**src/rtl/loader_pkg.sv**
```systemverilog
// Shared state types and width constants for the UART boot loader.
// Build option: LOADER_CHECKSUM_EN adds the trailing checksum state.
package loader_pkg;
  localparam int BYTE_W = 8;
  localparam int WORD_W = 32;

  typedef enum logic [2:0] {
    S_LEN,
    S_DATA,
`ifdef LOADER_CHECKSUM_EN
    S_CSUM,
`endif
    S_DONE,
    S_ERR
  } state_e;

  typedef enum logic [1:0] {
    R_IDLE,
    R_START,
    R_DATA,
    R_STOP
  } rx_state_e;
endpackage

```
**src/rtl/uart_rx.sv**
```systemverilog
// 8N1 deserialiser with a 2-flop input synchroniser and centre-of-bit sampling.
// Emits a one-cycle byte_valid on a good stop bit, or a one-cycle frame_err on a bad one.
module uart_rx import loader_pkg::*; #(
  parameter int CLKS_PER_BIT = 868
) (
  input  logic              clk,
  input  logic              rst_n,
  input  logic              i_rx,
  output logic [BYTE_W-1:0] o_byte,
  output logic              o_byte_valid,
  output logic              o_frame_err
);
  localparam int CW = $clog2(CLKS_PER_BIT + 1);
  localparam logic [CW-1:0] FULL = CW'(CLKS_PER_BIT - 1);
  localparam logic [CW-1:0] HALF = CW'(CLKS_PER_BIT / 2 - 1);

  // r_sync[1] is the synchronised line, r_sync[2] its previous value for edge detection
  logic [2:0]        r_sync;
  logic [CW-1:0]     r_cnt;
  logic [2:0]        r_bit;
  logic [BYTE_W-1:0] r_shift;
  rx_state_e         r_state;
  logic              w_rx;

  assign w_rx = r_sync[1];

  always_ff @(posedge clk) begin
    if (!rst_n) begin
      r_sync       <= '1;
      r_cnt        <= '0;
      r_bit        <= '0;
      r_shift      <= '0;
      r_state      <= R_IDLE;
      o_byte       <= '0;
      o_byte_valid <= 1'b0;
      o_frame_err  <= 1'b0;
    end else begin
      r_sync       <= {r_sync[1:0], i_rx};
      o_byte_valid <= 1'b0;
      o_frame_err  <= 1'b0;
      case (r_state)
        R_IDLE: if (!r_sync[1] && r_sync[2]) begin
          r_state <= R_START;
          r_cnt   <= HALF;
        end
        R_START: if (r_cnt != '0) r_cnt <= r_cnt - 1'b1;
          else if (w_rx) r_state <= R_IDLE;
          else begin
            r_state <= R_DATA;
            r_cnt   <= FULL;
            r_bit   <= '0;
          end
        R_DATA: if (r_cnt != '0) r_cnt <= r_cnt - 1'b1;
          else begin
            r_shift <= {w_rx, r_shift[BYTE_W-1:1]};
            r_cnt   <= FULL;
            r_bit   <= r_bit + 3'd1;
            if (r_bit == 3'd7) r_state <= R_STOP;
          end
        R_STOP: if (r_cnt != '0) r_cnt <= r_cnt - 1'b1;
          else begin
            r_state <= R_IDLE;
            if (w_rx) begin
              o_byte       <= r_shift;
              o_byte_valid <= 1'b1;
            end else begin
              o_frame_err  <= 1'b1;
            end
          end
        default: r_state <= R_IDLE;
      endcase
    end
  end
endmodule

```
**src/rtl/uart_loader.sv**
```systemverilog
// UART boot loader: length-prefixed little-endian word stream written out as addr/data strobes.
// Build option: LOADER_CHECKSUM_EN requires a trailing sum-of-words before completion.
//   state  | meaning
//   S_LEN  | assembling the 4-byte word count
//   S_DATA | assembling data words, one strobe per word
//   S_CSUM | assembling the checksum word (LOADER_CHECKSUM_EN only)
//   S_DONE | load complete, absorbing
//   S_ERR  | load aborted, absorbing
module uart_loader import loader_pkg::*; #(
  parameter int          CLK_FREQ  = 100_000_000,
  parameter int          BAUD      = 115_200,
  parameter logic [31:0] BASE_ADDR = 32'h0000_0000,
  parameter int          MAX_WORDS = 16384
) (
  input  logic              clk,
  input  logic              rst_n,
  input  logic              rx,
  output logic [WORD_W-1:0] uart_data,
  output logic [WORD_W-1:0] uart_addr,
  output logic              uart_we,
  output logic              uart_done,
  output logic              err
);
  localparam int CLKS_PER_BIT = CLK_FREQ / BAUD;
  localparam logic [WORD_W-1:0] MAX_N = WORD_W'(MAX_WORDS);

  logic [BYTE_W-1:0]        w_byte;
  logic                     w_byte_valid;
  logic                     w_frame_err;
  logic [WORD_W-1:0]        w_word;
  logic                     w_active;
  state_e                   r_state;
  logic [1:0]               r_byte_cnt;
  logic [WORD_W-1:0]        r_word_cnt;
  logic [WORD_W-1:0]        r_len;
  logic [WORD_W-BYTE_W-1:0] r_shift;
`ifdef LOADER_CHECKSUM_EN
  logic [WORD_W-1:0]        r_sum;
`endif

  uart_rx #(.CLKS_PER_BIT(CLKS_PER_BIT)) u_rx (
    .clk          (clk),
    .rst_n        (rst_n),
    .i_rx         (rx),
    .o_byte       (w_byte),
    .o_byte_valid (w_byte_valid),
    .o_frame_err  (w_frame_err)
  );

  // The incoming byte completes the word as its most significant byte
  assign w_word   = {w_byte, r_shift};
  assign w_active = (r_state != S_DONE) && (r_state != S_ERR);

  always_ff @(posedge clk) begin
    if (!rst_n) begin
      r_state    <= S_LEN;
      r_byte_cnt <= '0;
      r_word_cnt <= '0;
      r_len      <= '0;
      r_shift    <= '0;
      uart_data  <= '0;
      uart_addr  <= BASE_ADDR;
      uart_we    <= 1'b0;
      uart_done  <= 1'b0;
      err        <= 1'b0;
`ifdef LOADER_CHECKSUM_EN
      r_sum      <= '0;
`endif
    end else begin
      uart_we <= 1'b0;
      if (w_active && w_frame_err) begin
        r_state <= S_ERR;
        err     <= 1'b1;
      end else if (w_active && w_byte_valid) begin
        r_shift    <= w_word[WORD_W-1:BYTE_W];
        r_byte_cnt <= r_byte_cnt + 2'd1;
        if (r_byte_cnt == 2'd3) begin
          case (r_state)
            S_LEN: if (w_word == '0) begin
`ifdef LOADER_CHECKSUM_EN
              r_state   <= S_CSUM;
`else
              r_state   <= S_DONE;
              uart_done <= 1'b1;
`endif
            end else if (w_word > MAX_N) begin
              r_state <= S_ERR;
              err     <= 1'b1;
            end else begin
              r_state    <= S_DATA;
              r_len      <= w_word;
              r_word_cnt <= '0;
              r_byte_cnt <= '0;
            end
            S_DATA: begin
              uart_data  <= w_word;
              uart_addr  <= BASE_ADDR + {r_word_cnt[WORD_W-3:0], 2'b00};
              uart_we    <= 1'b1;
              r_word_cnt <= r_word_cnt + 32'd1;
`ifdef LOADER_CHECKSUM_EN
              r_sum      <= r_sum + w_word;
              if (r_word_cnt == r_len - 32'd1) r_state <= S_CSUM;
`else
              if (r_word_cnt == r_len - 32'd1) begin
                r_state   <= S_DONE;
                uart_done <= 1'b1;
              end
`endif
            end
`ifdef LOADER_CHECKSUM_EN
            S_CSUM: if (w_word == r_sum) begin
              r_state   <= S_DONE;
              uart_done <= 1'b1;
            end else begin
              r_state <= S_ERR;
              err     <= 1'b1;
            end
`endif
            default: ;
          endcase
        end
      end
    end
  end
endmodule
```
**config.mk**
```make
export PLATFORM = sky130hd
export DESIGN_NAME = uart_loader
export DESIGN_NICKNAME = d
export VERILOG_FILES = /design/src/rtl/loader_pkg.sv /design/src/rtl/uart_rx.sv /design/src/rtl/uart_loader.sv
export SDC_FILE = /design/constraint.sdc
export NUM_CORES = 1
export LEC_CHECK = 0
export ABC_AREA = 1
export BUFFER_PORTS_ARGS = -buffer_cell sky130_fd_sc_hd__clkbuf_2
export CORE_UTILIZATION = 64
export CTS_CLUSTER_SIZE = 14
export DETAILED_ROUTE_END_ITERATION = 6
export MAX_ROUTING_LAYER = met4
export PLACE_DENSITY = 0.92
export SYNTH_ARGS = -nofsm -noshare
export SYNTH_HDL_FRONTEND = slang
export SYNTH_HIERARCHICAL = 1
export SYNTH_SLANG_ARGS = --single-unit
export TNS_END_PERCENT = 100
```
**constraint.sdc**
```tcl
create_clock -name clk -period 4.8 [get_ports clk]
set_input_delay 0.72 -clock clk [delete_from_list [all_inputs] [get_ports clk]]
set_output_delay 0.72 -clock clk [all_outputs]
set_load 0.005 [all_outputs]
```
==> summary.txt <==
Run status
  – Status: completed

Synth
  – Largest cells by area after synthesis: dfxtp_1, nand2_1, nor2_1
  – Top-area cell type share of the netlist area: 40.7%
  – Post-synth EDFFs: 0
  – Synth Cell Area: 9480 um2
  – Leading area contributor after synthesis: dfxtp_1
  – #FFs+latches synth: approximately 190
  – Mean post-synth cell area: 7.05 um2
  – Warnings from Yosys: 6
  – Synth Instances: 1346
  – Post-synth top flop: dfxtp_1
  – Post-synth ARST share: 0%
  – Sequential area share after synthesis: between 40% and 50%
  – Distinct cells, synth: 42

Timing
  – Least-Margin Pin Slew: around 1.0 ns
  – Min Tclk post-route: 3.14 ns
  – Final period utilization: 65.3%
  – Max Slew Vio Count: 0
  – Final setup viols: 0
  – Worst slew margin relative to its limit: 32.7%
  – Setup TNS: 0 ns
  – RSZ-0062 raised after global routing: no
  – Max Freq: 0.319 GHz
  – Clk_skew: 0.0135 ns
  – Final hold vios: 0

Place
  – Detail Placement HPWL: ~17 mm
  – Port buffer count: 67
  – Placer Congestion: 0.976
  – Placed cell count: 1548

Die
  – Initial core utilization: 65.5%
  – I/O pin count: 70
  – CORE AREA: 14500 um2
  – Num rows: 44
  – Die X: between 100 and 150 um
  – Die height: between 100 and 150 um
  – Die area: around 15000 um2

CTS
  – Root Buffer Master: clkbuf_16
  – CTS tree: built
  – Total clock buffers created by CTS: 17
  – Worst-Skew Late Latency: 0.44 ns
  – Clock sink count: just under 200
  – CTS max path bufs: 2
  – Clk slew on worst S/H paths: 0.07 ns
  – Post-CTS sizing: 0
  – Setup Buffers After CTS: 0
  – # H-tree levels: 4
  – Hold buffer count at CTS: 0

Critical path
  – CP top delay family: simple AND/OR/NAND/NOR gates
  – Crit path buf inv count: 5
  – Critical path arrival: ~3.5 ns
  – Crit path launch type: flip-flop
  – Maximum fanout along the worst path: 56
  – Critical Path RT: just over 5 ns
  – Critical path capture point type: flip-flop
  – Worst path max stage delay: 0.76 ns
  – CP max-delay cell: nor2_4
  – Critical path, cell by cell: inv_1, nand2_1, nor2_2, buf_4, inv_2, nor2_1, inv_1, nor2_4, inv_1, nor2_1, a21oi_1, nor2_1
  – Critical path class: flip-flop to flip-flop

Global route
  – Total track usage: 33.9%
  – Largest net degree at the start of global routing: 123
  – GRT Residual Overflow: 0
  – Initial antenna violation count: 0
  – First-pass GRT wire length: around 40 mm
  – Vias in the first global route: 8106

Worst hold path
  – Worst hold path type: flip-flop to flip-flop

Drt
  – DRC: 0
  – Detail Route Antenna Nets: 0
  – Final wirelength: 24.5 mm
  – Routed vias/inst: 5.71
  – Number of detailed-route iterations in the first pass: 6
  – DR WL/cell: 15.5 um
  – DR iter-0 viols: 938
  – Vias: 9019

Final layout
  – Utilization after layout: 72.0%
  – Area grow syn2layout: 9.97%
  – Footprint of the multi-input gates: 4800 um2
  – Flip-flop and latch area: 3860 um2
  – Nets@finish: 1397
  – Share of cells above drive strength 1: 12.0%
  – Fin cells: 1580
  – Diode count: 0
  – Fillers: 1096

Power
  – Worst vdd ir: 0.282 mV
  – Leak: approximately 0.0046 uW
  – PD cells: 320 nW/um2

Run
  – Maxcap violations: 0
layout by cell type (no fill, tap or decap), types with 3 or more instances in the layout:
cell type / Yosys / final
a211oi_1: 8 / 8
a21oi_1: 120 / 120
buf_4: 11 / 4
clkbuf_16: 0 / 17
clkbuf_2: 1 / 66
clkinv_1: 3 / 3
clkinv_4: 0 / 3
dfxtp_1: 193 / 193
ha_1: 11 / 11
inv_1: 127 / 127
inv_2: 14 / 14
inv_6: 0 / 3
nand2_1: 231 / 231
nand2_2: 8 / 8
nand3_1: 50 / 50
nand3b_1: 6 / 6
nand4_1: 34 / 34
nor2_1: 211 / 211
nor2_2: 14 / 13
nor2_4: 11 / 12
nor3_1: 33 / 33
nor4_1: 4 / 4
nor4_2: 3 / 3
o21ai_0: 133 / 133
o21ai_1: 3 / 3
o21bai_1: 5 / 5
or2_2: 3 / 3
xnor2_1: 18 / 18
xor2_1: 31 / 31
per-stage QoR:
step           hold WS [ns]  worst slack [ns]  power, uW  instance area (um2)
2_1_floorplan         0.393              2.90       1880                 9490
3_3_place_gp          0.396              1.84       1910                 9820
3_5_place_dp          0.406              1.76       1920                 9820
4_1_cts               0.423              1.70       3330                10400
5_1_grt               0.457              1.22       3450                10400
6_report              0.422              1.66       3340                10400
worst paths after layout:
kind	start	to	slack (ns)	cells after the start
max	r_state[1]	r_word_cnt[0]	1.66	12
min	u_rx/r_sync[0]	u_rx/r_sync[1]	0.42	1
max reg2reg	r_state[1]	r_word_cnt[0]	1.66	12
min reg2reg	u_rx/r_sync[0]	u_rx/r_sync[1]	0.42	1
kinds of logic after synthesis:
logic type	share of synthesized area, %
AO/OA/AOI/OAI	15.0
XOR/XNOR	4.53
adder cells (fa/ha/maj)	1.45
buffers and inverters	8.71
flip-flops	40.7
other	0.0395
AND/OR/NAND/NOR	29.6
layout make-up:
type | instances | share of cell area, %
clock buffers | 17 | 4.08
inverters | 144 | 5.18
flip-flops and latches | 193 | 37.0
multi-input cells | 955 | 46.1
well taps | 184 | 2.21
clock inverters | 15 | 1.74
repair buffers | 72 | 3.69
where the power goes:
part / internal, uW / switching (uW) / total (uW)
Sequential: 1620 / 20.7 / 1640
Clock: 784 / 656 / 1440
Combinational: 78.6 / 179 / 258
Total: 2480 / 856 / 3340
synthesized netlist by cell type, types with 5 or more instances:
| master | number |
|---|---|
| nand3_1 | 50 |
| xnor2_1 | 18 |
| xor2_1 | 31 |
| nand4_1 | 34 |
| nand3b_1 | 6 |
| o21bai_1 | 5 |
| clkbuf_1 | 25 |
| nor2_4 | 11 |
| inv_1 | 127 |
| nand2_1 | 231 |
| a21oi_1 | 120 |
| nor2_1 | 211 |
| nor2_2 | 14 |
| ha_1 | 11 |
| buf_2 | 11 |
| o21ai_0 | 133 |
| inv_2 | 14 |
| nor3_1 | 33 |
| buf_4 | 11 |
| nand2_2 | 8 |
| a211oi_1 | 8 |
| dfxtp_1 | 193 |
routing by layer:
metal,routed length [um],GRT usage (%),share of wire (%),vias to the layer above
li1,-,-,-,4439
met1,10600,44.4,43,4130
met2,11400,52.4,46,400
met3,2020,6.32,8.2,50
met4,503,11.6,2.1,0
met5,0,-,0,-
registers in the layout (all words and copies together), names as in the netlist, 3 cells and up, named ones only:
signal,count
r_len,32
r_word_cnt,32
uart_data,32
uart_addr,30
r_shift,24
u_rx/r_cnt,10
u_rx/o_byte,8
u_rx/r_shift,8
u_rx/r_bit,3
u_rx/r_sync,3
worst reg2reg max path: stages (launching register included):
cell	delay, ns
dfxtp_1	0.35
inv_1	0.10
nand2_1	0.08
nor2_2	0.08
buf_4	0.29
inv_2	0.20
nor2_1	0.19
inv_1	0.10
nor2_4	0.76
inv_1	0.49
nor2_1	0.25
a21oi_1	0.06
nor2_1	0.12
(Power assumes the default switching activity.)
